===== src/rtl/ld_st_queue_unit.sv =====
// rtl/ld_st_queue_unit.sv - MMIX load/store unit with store queue, forwarding and memory arbiter
//
// Stores retire one cycle after acceptance into a DEPTH-entry store queue that
// drains to the single-port memory in the background. Loads are checked against
// every queued store in the same octa: an exact (address, size) match on the
// youngest such store forwards its data, any other overlap waits for the drain,
// and no overlap lets the load go to memory ahead of the queue.
//
// Ports:
//   clk, reset_n                      clock, asynchronous active-low reset
//   req_valid/req_ready               request handshake (req_ready combinational)
//   req_is_store, req_size, req_signed, req_addr, req_wdata   request fields
//   st_done, st_ovf                   store retired pulse and its overflow flag
//   ld_done, ld_data                  load complete pulse and extended result
//   flush_req, flush_done             drain request level and completion pulse
//   sq_count                          number of queued stores
//   mem_*                             single-port memory strobe/done interface
module ld_st_queue_unit #(
  parameter int DEPTH = 4,
  parameter int AW    = 64
) (
  input  logic                    clk,
  input  logic                    reset_n,
  input  logic                    req_valid,
  output logic                    req_ready,
  input  logic                    req_is_store,
  input  logic [1:0]              req_size,
  input  logic                    req_signed,
  input  logic [AW-1:0]           req_addr,
  input  logic [63:0]             req_wdata,
  output logic                    st_done,
  output logic                    st_ovf,
  output logic                    ld_done,
  output logic [63:0]             ld_data,
  input  logic                    flush_req,
  output logic                    flush_done,
  output logic [$clog2(DEPTH):0]  sq_count,
  output logic [AW-1:0]           mem_address,
  output logic [1:0]              mem_datasize,
  output logic                    mem_read,
  output logic                    mem_write,
  output logic [63:0]             mem_writedata,
  input  logic [63:0]             mem_readdata,
  input  logic                    mem_done
);

  localparam int PW = $clog2(DEPTH);
  localparam int CW = PW + 1;

  typedef enum logic [1:0] {M_IDLE, M_LOAD, M_DRAIN} mstate_t;

  function automatic logic [AW-1:0] align_addr(input logic [AW-1:0] a, input logic [1:0] s);
    logic [AW-1:0] m;
    m = a;
    case (s)
      2'd1:    m[0]   = 1'b0;
      2'd2:    m[1:0] = 2'b0;
      2'd3:    m[2:0] = 3'b0;
      default: m      = a;
    endcase
    return m;
  endfunction

  function automatic logic [63:0] trunc_data(input logic [63:0] d, input logic [1:0] s);
    case (s)
      2'd0:    return {56'b0, d[7:0]};
      2'd1:    return {48'b0, d[15:0]};
      2'd2:    return {32'b0, d[31:0]};
      default: return d;
    endcase
  endfunction

  function automatic logic [63:0] extend_data(input logic [63:0] d, input logic [1:0] s, input logic sg);
    case (s)
      2'd0:    return {{56{sg & d[7]}}, d[7:0]};
      2'd1:    return {{48{sg & d[15]}}, d[15:0]};
      2'd2:    return {{32{sg & d[31]}}, d[31:0]};
      default: return d;
    endcase
  endfunction

  function automatic logic data_ovf(input logic [63:0] d, input logic [1:0] s);
    case (s)
      2'd0:    return d[63:8]  != {56{d[7]}};
      2'd1:    return d[63:16] != {48{d[15]}};
      2'd2:    return d[63:32] != {32{d[31]}};
      default: return 1'b0;
    endcase
  endfunction

  logic [AW-1:0] q_addr [DEPTH];
  logic [1:0]    q_size [DEPTH];
  logic [63:0]   q_data [DEPTH];
  logic [PW-1:0] head, tail;

  mstate_t       state, state_nx;
  logic          ld_pend, ld_signed, flush_fired;
  logic [AW-1:0] ld_addr;
  logic [1:0]    ld_size;

  logic [AW-1:0] req_addr_al, cur_addr;
  logic [1:0]    cur_size;
  logic          cur_signed;
  logic          hit, exact, ld_check, ld_go, fwd_now;
  logic          st_acc, ld_acc, push, pop, flush_cond;
  logic [PW-1:0] hit_idx;

  assign req_addr_al = align_addr(req_addr, req_size);
  assign req_ready   = reset_n && !flush_req &&
                       (req_is_store ? (sq_count < CW'(DEPTH)) : !ld_pend);
  assign st_acc      = req_valid && req_ready && req_is_store;
  assign ld_acc      = req_valid && req_ready && !req_is_store;

  // A load is either being accepted now or pending; never both.
  assign cur_addr   = ld_pend ? ld_addr   : req_addr_al;
  assign cur_size   = ld_pend ? ld_size   : req_size;
  assign cur_signed = ld_pend ? ld_signed : req_signed;

  // Scan oldest to youngest so the last hit is the youngest same-octa store.
  always_comb begin
    logic [PW-1:0] idx;
    hit     = 1'b0;
    hit_idx = head;
    idx     = head;
    for (int k = 0; k < DEPTH; k++) begin
      idx = head + PW'(k);
      if (CW'(k) < sq_count && q_addr[idx][AW-1:3] == cur_addr[AW-1:3]) begin
        hit     = 1'b1;
        hit_idx = idx;
      end
    end
  end

  assign exact    = hit && q_addr[hit_idx] == cur_addr && q_size[hit_idx] == cur_size;
  // Once issued (M_LOAD) the load is ordered before any later store; stop checking.
  assign ld_check = ld_pend && state != M_LOAD;
  assign ld_go    = ld_check && !hit;
  assign fwd_now  = (ld_acc || ld_check) && exact;
  assign push     = st_acc;
  assign pop      = state == M_DRAIN && mem_done;
  assign flush_cond = flush_req && !flush_fired && sq_count == '0 && !ld_pend && state == M_IDLE;

  always_ff @(posedge clk or negedge reset_n) begin
    if (!reset_n) state <= M_IDLE;
    else          state <= state_nx;
  end

  always_comb begin
    state_nx = state;
    case (state)
      M_IDLE: begin
        if (ld_go)                state_nx = M_LOAD;
        else if (sq_count != '0)  state_nx = M_DRAIN;
      end
      M_LOAD:  if (mem_done) state_nx = M_IDLE;
      M_DRAIN: if (mem_done) state_nx = M_IDLE;
      default: state_nx = M_IDLE;
    endcase
  end

  always_comb begin
    mem_read      = 1'b0;
    mem_write     = 1'b0;
    mem_address   = '0;
    mem_datasize  = 2'd0;
    mem_writedata = 64'd0;
    case (state)
      M_LOAD: begin
        mem_read     = 1'b1;
        mem_address  = ld_addr;
        mem_datasize = ld_size;
      end
      M_DRAIN: begin
        mem_write     = 1'b1;
        mem_address   = q_addr[head];
        mem_datasize  = q_size[head];
        mem_writedata = q_data[head];
      end
      default: ;
    endcase
  end

  // Queue payload needs no reset; validity comes from head/sq_count.
  always_ff @(posedge clk) begin
    if (push) begin
      q_addr[tail] <= req_addr_al;
      q_size[tail] <= req_size;
      q_data[tail] <= trunc_data(req_wdata, req_size);
    end
  end

  always_ff @(posedge clk or negedge reset_n) begin
    if (!reset_n) begin
      head        <= '0;
      tail        <= '0;
      sq_count    <= '0;
      st_done     <= 1'b0;
      st_ovf      <= 1'b0;
      ld_done     <= 1'b0;
      ld_data     <= 64'd0;
      ld_pend     <= 1'b0;
      ld_addr     <= '0;
      ld_size     <= 2'd0;
      ld_signed   <= 1'b0;
      flush_done  <= 1'b0;
      flush_fired <= 1'b0;
    end else begin
      if (push) tail <= tail + PW'(1);
      if (pop)  head <= head + PW'(1);
      case ({push, pop})
        2'b10:   sq_count <= sq_count + CW'(1);
        2'b01:   sq_count <= sq_count - CW'(1);
        default: ;
      endcase

      st_done <= st_acc;
      st_ovf  <= st_acc && req_signed && data_ovf(req_wdata, req_size);

      ld_done <= fwd_now || (state == M_LOAD && mem_done);
      if (fwd_now)
        ld_data <= extend_data(q_data[hit_idx], cur_size, cur_signed);
      else if (state == M_LOAD && mem_done)
        ld_data <= extend_data(mem_readdata, ld_size, ld_signed);

      if (ld_acc && !exact) begin
        ld_pend   <= 1'b1;
        ld_addr   <= req_addr_al;
        ld_size   <= req_size;
        ld_signed <= req_signed;
      end else if ((ld_check && exact) || (state == M_LOAD && mem_done)) begin
        ld_pend <= 1'b0;
      end

      flush_done  <= flush_cond;
      flush_fired <= flush_req && (flush_fired || flush_cond);
    end
  end

endmodule


===== config.mk =====
export PLATFORM = sky130hd
export DESIGN_NAME = ld_st_queue_unit
export DESIGN_NICKNAME = d
export VERILOG_FILES = /design/src/rtl/ld_st_queue_unit.sv
export SDC_FILE = /design/constraint.sdc
export NUM_CORES = 2
export LEC_CHECK = 0
export BUFFER_PORTS_ARGS = -buffer_cell sky130_fd_sc_hd__clkbuf_2
export CORE_ASPECT_RATIO = 0.9
export CORE_MARGIN = 10
export CORE_UTILIZATION = 65
export CTS_CLUSTER_DIAMETER = 30
export CTS_CLUSTER_SIZE = 10
export DETAILED_ROUTE_END_ITERATION = 6
export PLACE_DENSITY = 0.87
export SLEW_MARGIN = 20
export SYNTH_ARGS = -nofsm -noshare
export SYNTH_HDL_FRONTEND = slang
export SYNTH_SLANG_ARGS = --single-unit
export TNS_END_PERCENT = 1

===== constraint.sdc =====
create_clock -name clk -period 8.3 [get_ports clk]
set_input_delay 0.83 -clock clk [delete_from_list [all_inputs] [get_ports clk]]
set_output_delay 0.83 -clock clk [all_outputs]
set_load 0.02 [all_outputs]

Word-level counts from Yosys, hierarchy flattened
Memory sizes are Yosys's and may differ from the RTL's. Cells that the tools add are included.

Flip-flop bits (word level): 146. Latch bits: 0. Memory bits (writable): 520. Bits in read-only memories: 0. Word-level logic and storage cells: 140. Memories: 3.

Memory list: q_addr (words 4, width 64, rd ports 5, clocked after Yosys merged registers in 0, wr ports 1, line 91) `logic [AW-1:0] q_addr [DEPTH];`; q_data (words 4, width 64, rd ports 2, clocked after Yosys merged registers in 0, wr ports 1, line 93) `logic [63:0] q_data [DEPTH];`; q_size (words 4, width 2, rd ports 2, clocked after Yosys merged registers in 0, wr ports 1, line 92) `logic [1:0] q_size [DEPTH];`.

$add $sub $neg: 6. Multipliers: 0. Div/mod/pow operators: 0. Magnitude comparators: 5. Equality and inequality tests: 23. Shift-type cells: 0. Mux-type cells: 35. Bitwise gates (word level): 6. Reduce and logical (&&, ||, !) cells: 48.

Operator list (number): 64-bit case mux with 3 select lines (3); 64-bit two-way mux (5); 61-bit equality test (4); 64-bit case mux with 2 select lines (1); 64-bit equality test (1); 56-bit != test (1); 48-bit != test (1); 32-bit != test (1); 1-bit logical AND (25); 1-bit two-way mux (15); 2-bit two-way mux (7); 2-bit equality test (second input constant) (6); 2-bit by 1-bit equality test with 1-bit output (second input constant) (5); 2-bit logical NOT (4); 2-bit case mux with 2 select lines (2); 1-bit AND (6); 1-bit logical NOT (6); 1-bit by 3-bit < comparator with 1-bit output (first input constant) (2); 2-bit by 3-bit < comparator with 1-bit output (first input constant) (2); 3-bit case mux with 2 select lines (1); 2-bit nonzero test (3); 2-bit by 1-bit adder with 2-bit output (second input constant) (2); 2-bit adder (second input constant) (2); 1-bit logical OR (4); other kinds (12) (14).

Longest topological paths before layout
An unclocked memory read counts as a cell.

Word-level depth: 17. Gate-level depth with buffers: 25. Mapped depth without buffers: 14.

Least setup slack after synthesis
OpenSTA, ideal clock, no wires.

Path type: register -> output. Start point: register head[1]. End point: output mem_writedata[15]. Data arrival time: 5035 ps. Required time: 7470 ps. Slack: 2435 ps. Cell stages (with the launch flop): 18. Buffers on the path: 15. Cells stage by stage: dfrtp_1 -> buf_4 -> buf_6 -> buf_6 -> buf_6 -> buf_6 -> buf_4 -> buf_4 -> buf_2 -> buf_2 -> buf_1 -> buf_2 -> buf_1 -> buf_1 -> clkbuf_1 -> buf_1 -> mux4_2 -> and2_1.

Cells in the longest elaborated chain, start to end: 2.

Ends and longest elaborated chain: from (decl) (line 94) `logic [PW-1:0] head, tail;`; from (signal assigned) (line 209) `if (pop) head <= head + PW'(1);`; memory 4 x 64 bit; 64-bit two-way mux (line 167) `case (state)`; to (decl) (line 42) `output logic [63:0] mem_writedata,`.

Every way passes these cells.

Final worst setup path
Start point: register head[0]. End point: register ld_data[53].

Cells in the longest elaborated chain, start to end: 13. Elaborated cells between the ends (all ways): 32.

Ends and longest elaborated chain: 2-bit by 1-bit adder with 2-bit output (line 126) `idx = head + PW'(k);`; memory 4 x 64 bit; 61-bit equality test (line 127) `if (CW'(k) < sq_count && q_addr[idx][AW-1:3] == cur_addr[AW-1:3]) begin`; 1-bit logical AND (line 127); 2-bit two-way mux (3 in series) (line 127); memory 4 x 64 bit; 64-bit equality test (line 134) `assign exact = hit && q_addr[hit_idx] == cur_addr && q_size[hit_idx] == cur_size;`; 1-bit logical AND (2 in series) (line 134); 1-bit logical AND (line 138) `assign fwd_now = (ld_acc || ld_check) && exact;`; 64-bit two-way mux / 2-bit nonzero test (equally long branches); to (signal assigned) (line 221) `ld_data <= extend_data(q_data[hit_idx], cur_size, cur_signed);`; to (signal assigned) (line 223) `ld_data <= extend_data(mem_readdata, ld_size, ld_signed);`; to (decl) (line 34) `output logic [63:0] ld_data,`.

Several ways; a longest one is shown, not always the timed one. A chain may end at the register's enable or synchronous reset.

==> impl_metrics.json <==
{
  "fin_cells": 4201,
  "port_buffers": 404,
  "rows": 86,
  "synthMostInstantiatedCell": "edfxtp_1",
  "placedCellCount": 3949,
  "skew_ns": 0.04513,
  "synth_top_area_share_pct": 38.92,
  "hold_violations": 0,
  "slowest_delay_ns": 0.93,
  "stdcell_area_um2": 47690,
  "gr-total-overflow": 0,
  "critPathLaunchType": "flip-flop",
  "sw_frac_of_total_pct": 42.11,
  "ant_nets": 0,
  "path_cells": "buf_12 -> buf_4 -> mux4_2 -> xor2_1 -> nand4_1 -> nor4_1 -> nand4_1 -> o211ai_2 -> nand3_2 -> nand2_4 -> buf_12 -> buf_4 -> buf_4 -> mux4_2 -> and3_1 -> o21ba_2 -> buf_12 -> a21oi_1 -> mux2i_1",
  "reg2reg_to": "ld_data[53]",
  "worstSetupPathType": "flip-flop to flip-flop",
  "ys_warn_count": 0,
  "n_fill_cell": 3267,
  "cts_sinks": 666,
  "routedWlPerCell_um": 36.16,
  "synthArstFlopShare_pct": 21.92,
  "slew_violations": 0,
  "cts_tree": "done",
  "syn_nets": 3061,
  "r2r_start": "head[0]",
  "min_period_ns": 7.915,
  "grt_pass1_vias": 32185,
  "p_seq_share_pct": 23.4,
  "grt_pass1_wl_um": 222300,
  "crit_arrival_ns": 8.49,
  "synth.distinct_cells": 86,
  "max_cap_violations": 0,
  "cts_hold_buf": 0,
  "synth-edff-count": 520,
  "synth_top_area_cell": "edfxtp_1",
  "post-route-drc-count": 0,
  "rrSetupSlack_ns": 0.38,
  "vias": 32543,
  "grt_max_degree": 89,
  "setup.worst_path.end": "ld_data[53]",
  "die_y_um": 255.7,
  "fin_ws_ns": 0.3846,
  "clock_latency_ns": 0.74,
  "critPathLaunch": "head[0]",
  "synth.avg_cell_area_um2": 14.08,
  "peakVddDrop_uv": 279.4,
  "synth_area_leaders": "edfxtp_1 39%, mux4_2 21%, dfrtp_1 9.1%",
  "wl_um": 151900,
  "cts_root_buf": "clkbuf_16",
  "tightestPinTransition_ns": 1.081,
  "critPathRequiredTime_ns": 8.87,
  "final_nets": 3502,
  "tns_ns": 0,
  "p_sw_mw": 8.107,
  "clk_path_buf_depth": 3,
  "rsz0062_at_grt": "false",
  "yosysSeqAreaShare_pct": 48.02,
  "numCtsBuffers": 131,
  "cts_resized": 0,
  "ios": 405,
  "cts_setup_buffers": 0,
  "cp_slowest_cell": "dfrtp_4",
  "gr-usage-all-layers_pct": 41.89,
  "drt_iter0_markers": 5364,
  "combinationalPowerShare_pct": 49.2,
  "antenna_found_initial": 15,
  "ys_seq_elements": 666,
  "power.leakage_nw": 18.01,
  "syn_inst": 2849,
  "internal_power_mw": 11.15,
  "core_area_um2": 61230,
  "hold_path.class": "input pin to async pin",
  "syn2layout_area_growth_pct": 18.87,
  "path_clk_slew_ns": 0.05,
  "drive_above_1_share_pct": 36.13,
  "dpl_worst_slack_ns": 0.8178,
  "p_clk_share_pct": 27.4,
  "rr_worst_depth": 19,
  "placed_area_um2": 43220,
  "cp.depth": 19,
  "syn_area_um2": 40120,
  "setup_viol": 0,
  "status": "completed",
  "place_hpwl_um": 100000,
  "synthTopCellsByCount": "520 x edfxtp_1, 368 x mux4_2, 191 x a21oi_1",
  "hold_slack_ns": 0.04266,
  "fp.dieW_um": 281.9,
  "avgViaCountPerCell": 7.746,
  "totalPowerFinal_mw": 19.25,
  "start_util_pct": 65.54,
  "place_congestion": 1.037,
  "crit_path_end_kind": "flip-flop",
  "crit_family": "buffers and inverters",
  "crit_path_max_fanout": 45,
  "final_util_pct": 77.90,
  "firstDrtPassIters": 6,
  "ys.flop_type": "edfxtp_1",
  "dieArea_um2": 72080,
  "path_buf_inv": 6,
  "clock.fmax_ghz": 0.1263,
  "min_period_over_period_pct": 95.37,
  "power_density_nw_per_um2": 403.7,
  "relSlewSlack_pct": 25.86,
  "htreeDepth": 4
}
[layer usage]
metal	routed length, um	vias up	global-route usage (%)
li1	-	12324	-
met1	49580	16035	52.00
met2	71070	3426	65.39
met3	20670	748	12.91
met4	10540	10	22.26
met5	73	-	0
[cells by family (layout without fill, tap and decap cells)]
logic type | Yosys count | count (layout) | share of synthesized area [%]
multiplexers | 636 | 636 | 27.83
AO/OA/AOI/OAI | 447 | 447 | 7.247
adder cells (fa/ha/maj) | 11 | 11 | 0.3430
XOR/XNOR | 245 | 245 | 5.413
buffers and inverters | 240 | 790 | 3.006
other | 0 | 10 | 0
AND/OR/NAND/NOR | 604 | 604 | 8.142
flip-flops | 666 | 666 | 48.02
[flip-flops by register name, summed over array words and instances (netlist names)]
signal	count
flush_done	1
flush_fired	1
head	2
ld_addr	64
ld_data	64
ld_done	1
ld_pend	1
ld_signed	1
ld_size	2
q_addr	256
q_data	256
q_size	8
sq_count	3
st_done	1
st_ovf	1
state	2
tail	2
[area by class of cell]
type	instances	area, um^2	area share (%)
Clock buffer	160	3510	7.359
Clock inverter	82	922.1	1.933
Inverter	21	78.83	0.1653
Multi-Input combinational cell	1943	19750	41.41
Tap cell	792	991.0	2.078
Timing Repair Buffer	527	3139	6.582
Antenna cell	10	25.02	0.05247
Sequential cell	666	19280	40.42
[worst min-delay path by stage]
| stage | slack [ns] | cells past startpoint | end |
|---|---|---|---|
| 4_1_cts | 0.03 | 1 | ld_addr[47] |
| 5_1_grt | 0.05 | 1 | ld_addr[55] |
| 6_report | 0.04 | 1 | ld_addr[55] |
| 2_1_floorplan | 0.42 | 1 | flush_done |
| 3_3_place_gp | 0.44 | 1 | flush_done |
| 3_5_place_dp | 0.47 | 1 | flush_done |
[worst reg2reg max path, stage by stage (launching register included)]
cell	delay, ns
dfrtp_4	0.93
buf_12	0.34
buf_4	0.27
mux4_2	0.53
xor2_1	0.54
nand4_1	0.34
nor4_1	0.58
nand4_1	0.43
o211ai_2	0.38
nand3_2	0.21
nand2_4	0.24
buf_12	0.23
buf_4	0.45
buf_4	0.65
mux4_2	0.44
and3_1	0.21
o21ba_2	0.42
buf_12	0.27
a21oi_1	0.17
mux2i_1	0.13
[cells in the final DEF, fill, tap and decap left out, drive strengths merged, types with 80 or more instances in the layout]
master  Yosys  layout
a21oi     192     192
mux4      369     369
xnor2     134     134
edfxtp    520     520
and2       87      87
mux2i     187     187
buf       105     124
mux2       80      80
xor2      111     111
nand2     130     130
clkbuf    114     563
dfrtp     146     146
[power groups by stage]
stage | clock (mW) | combinational [mW] | sequential, mW
2_1_floorplan | 0 | 6.12 | 4.41
3_3_place_gp | 0 | 8.93 | 4.49
3_5_place_dp | 0 | 9.04 | 4.51
6_report | 5.27 | 9.47 | 4.51
5_1_grt | 5.43 | 9.77 | 4.54
4_1_cts | 5.26 | 9.22 | 4.48
No activity file was read; power rests on OpenSTA's default activity.
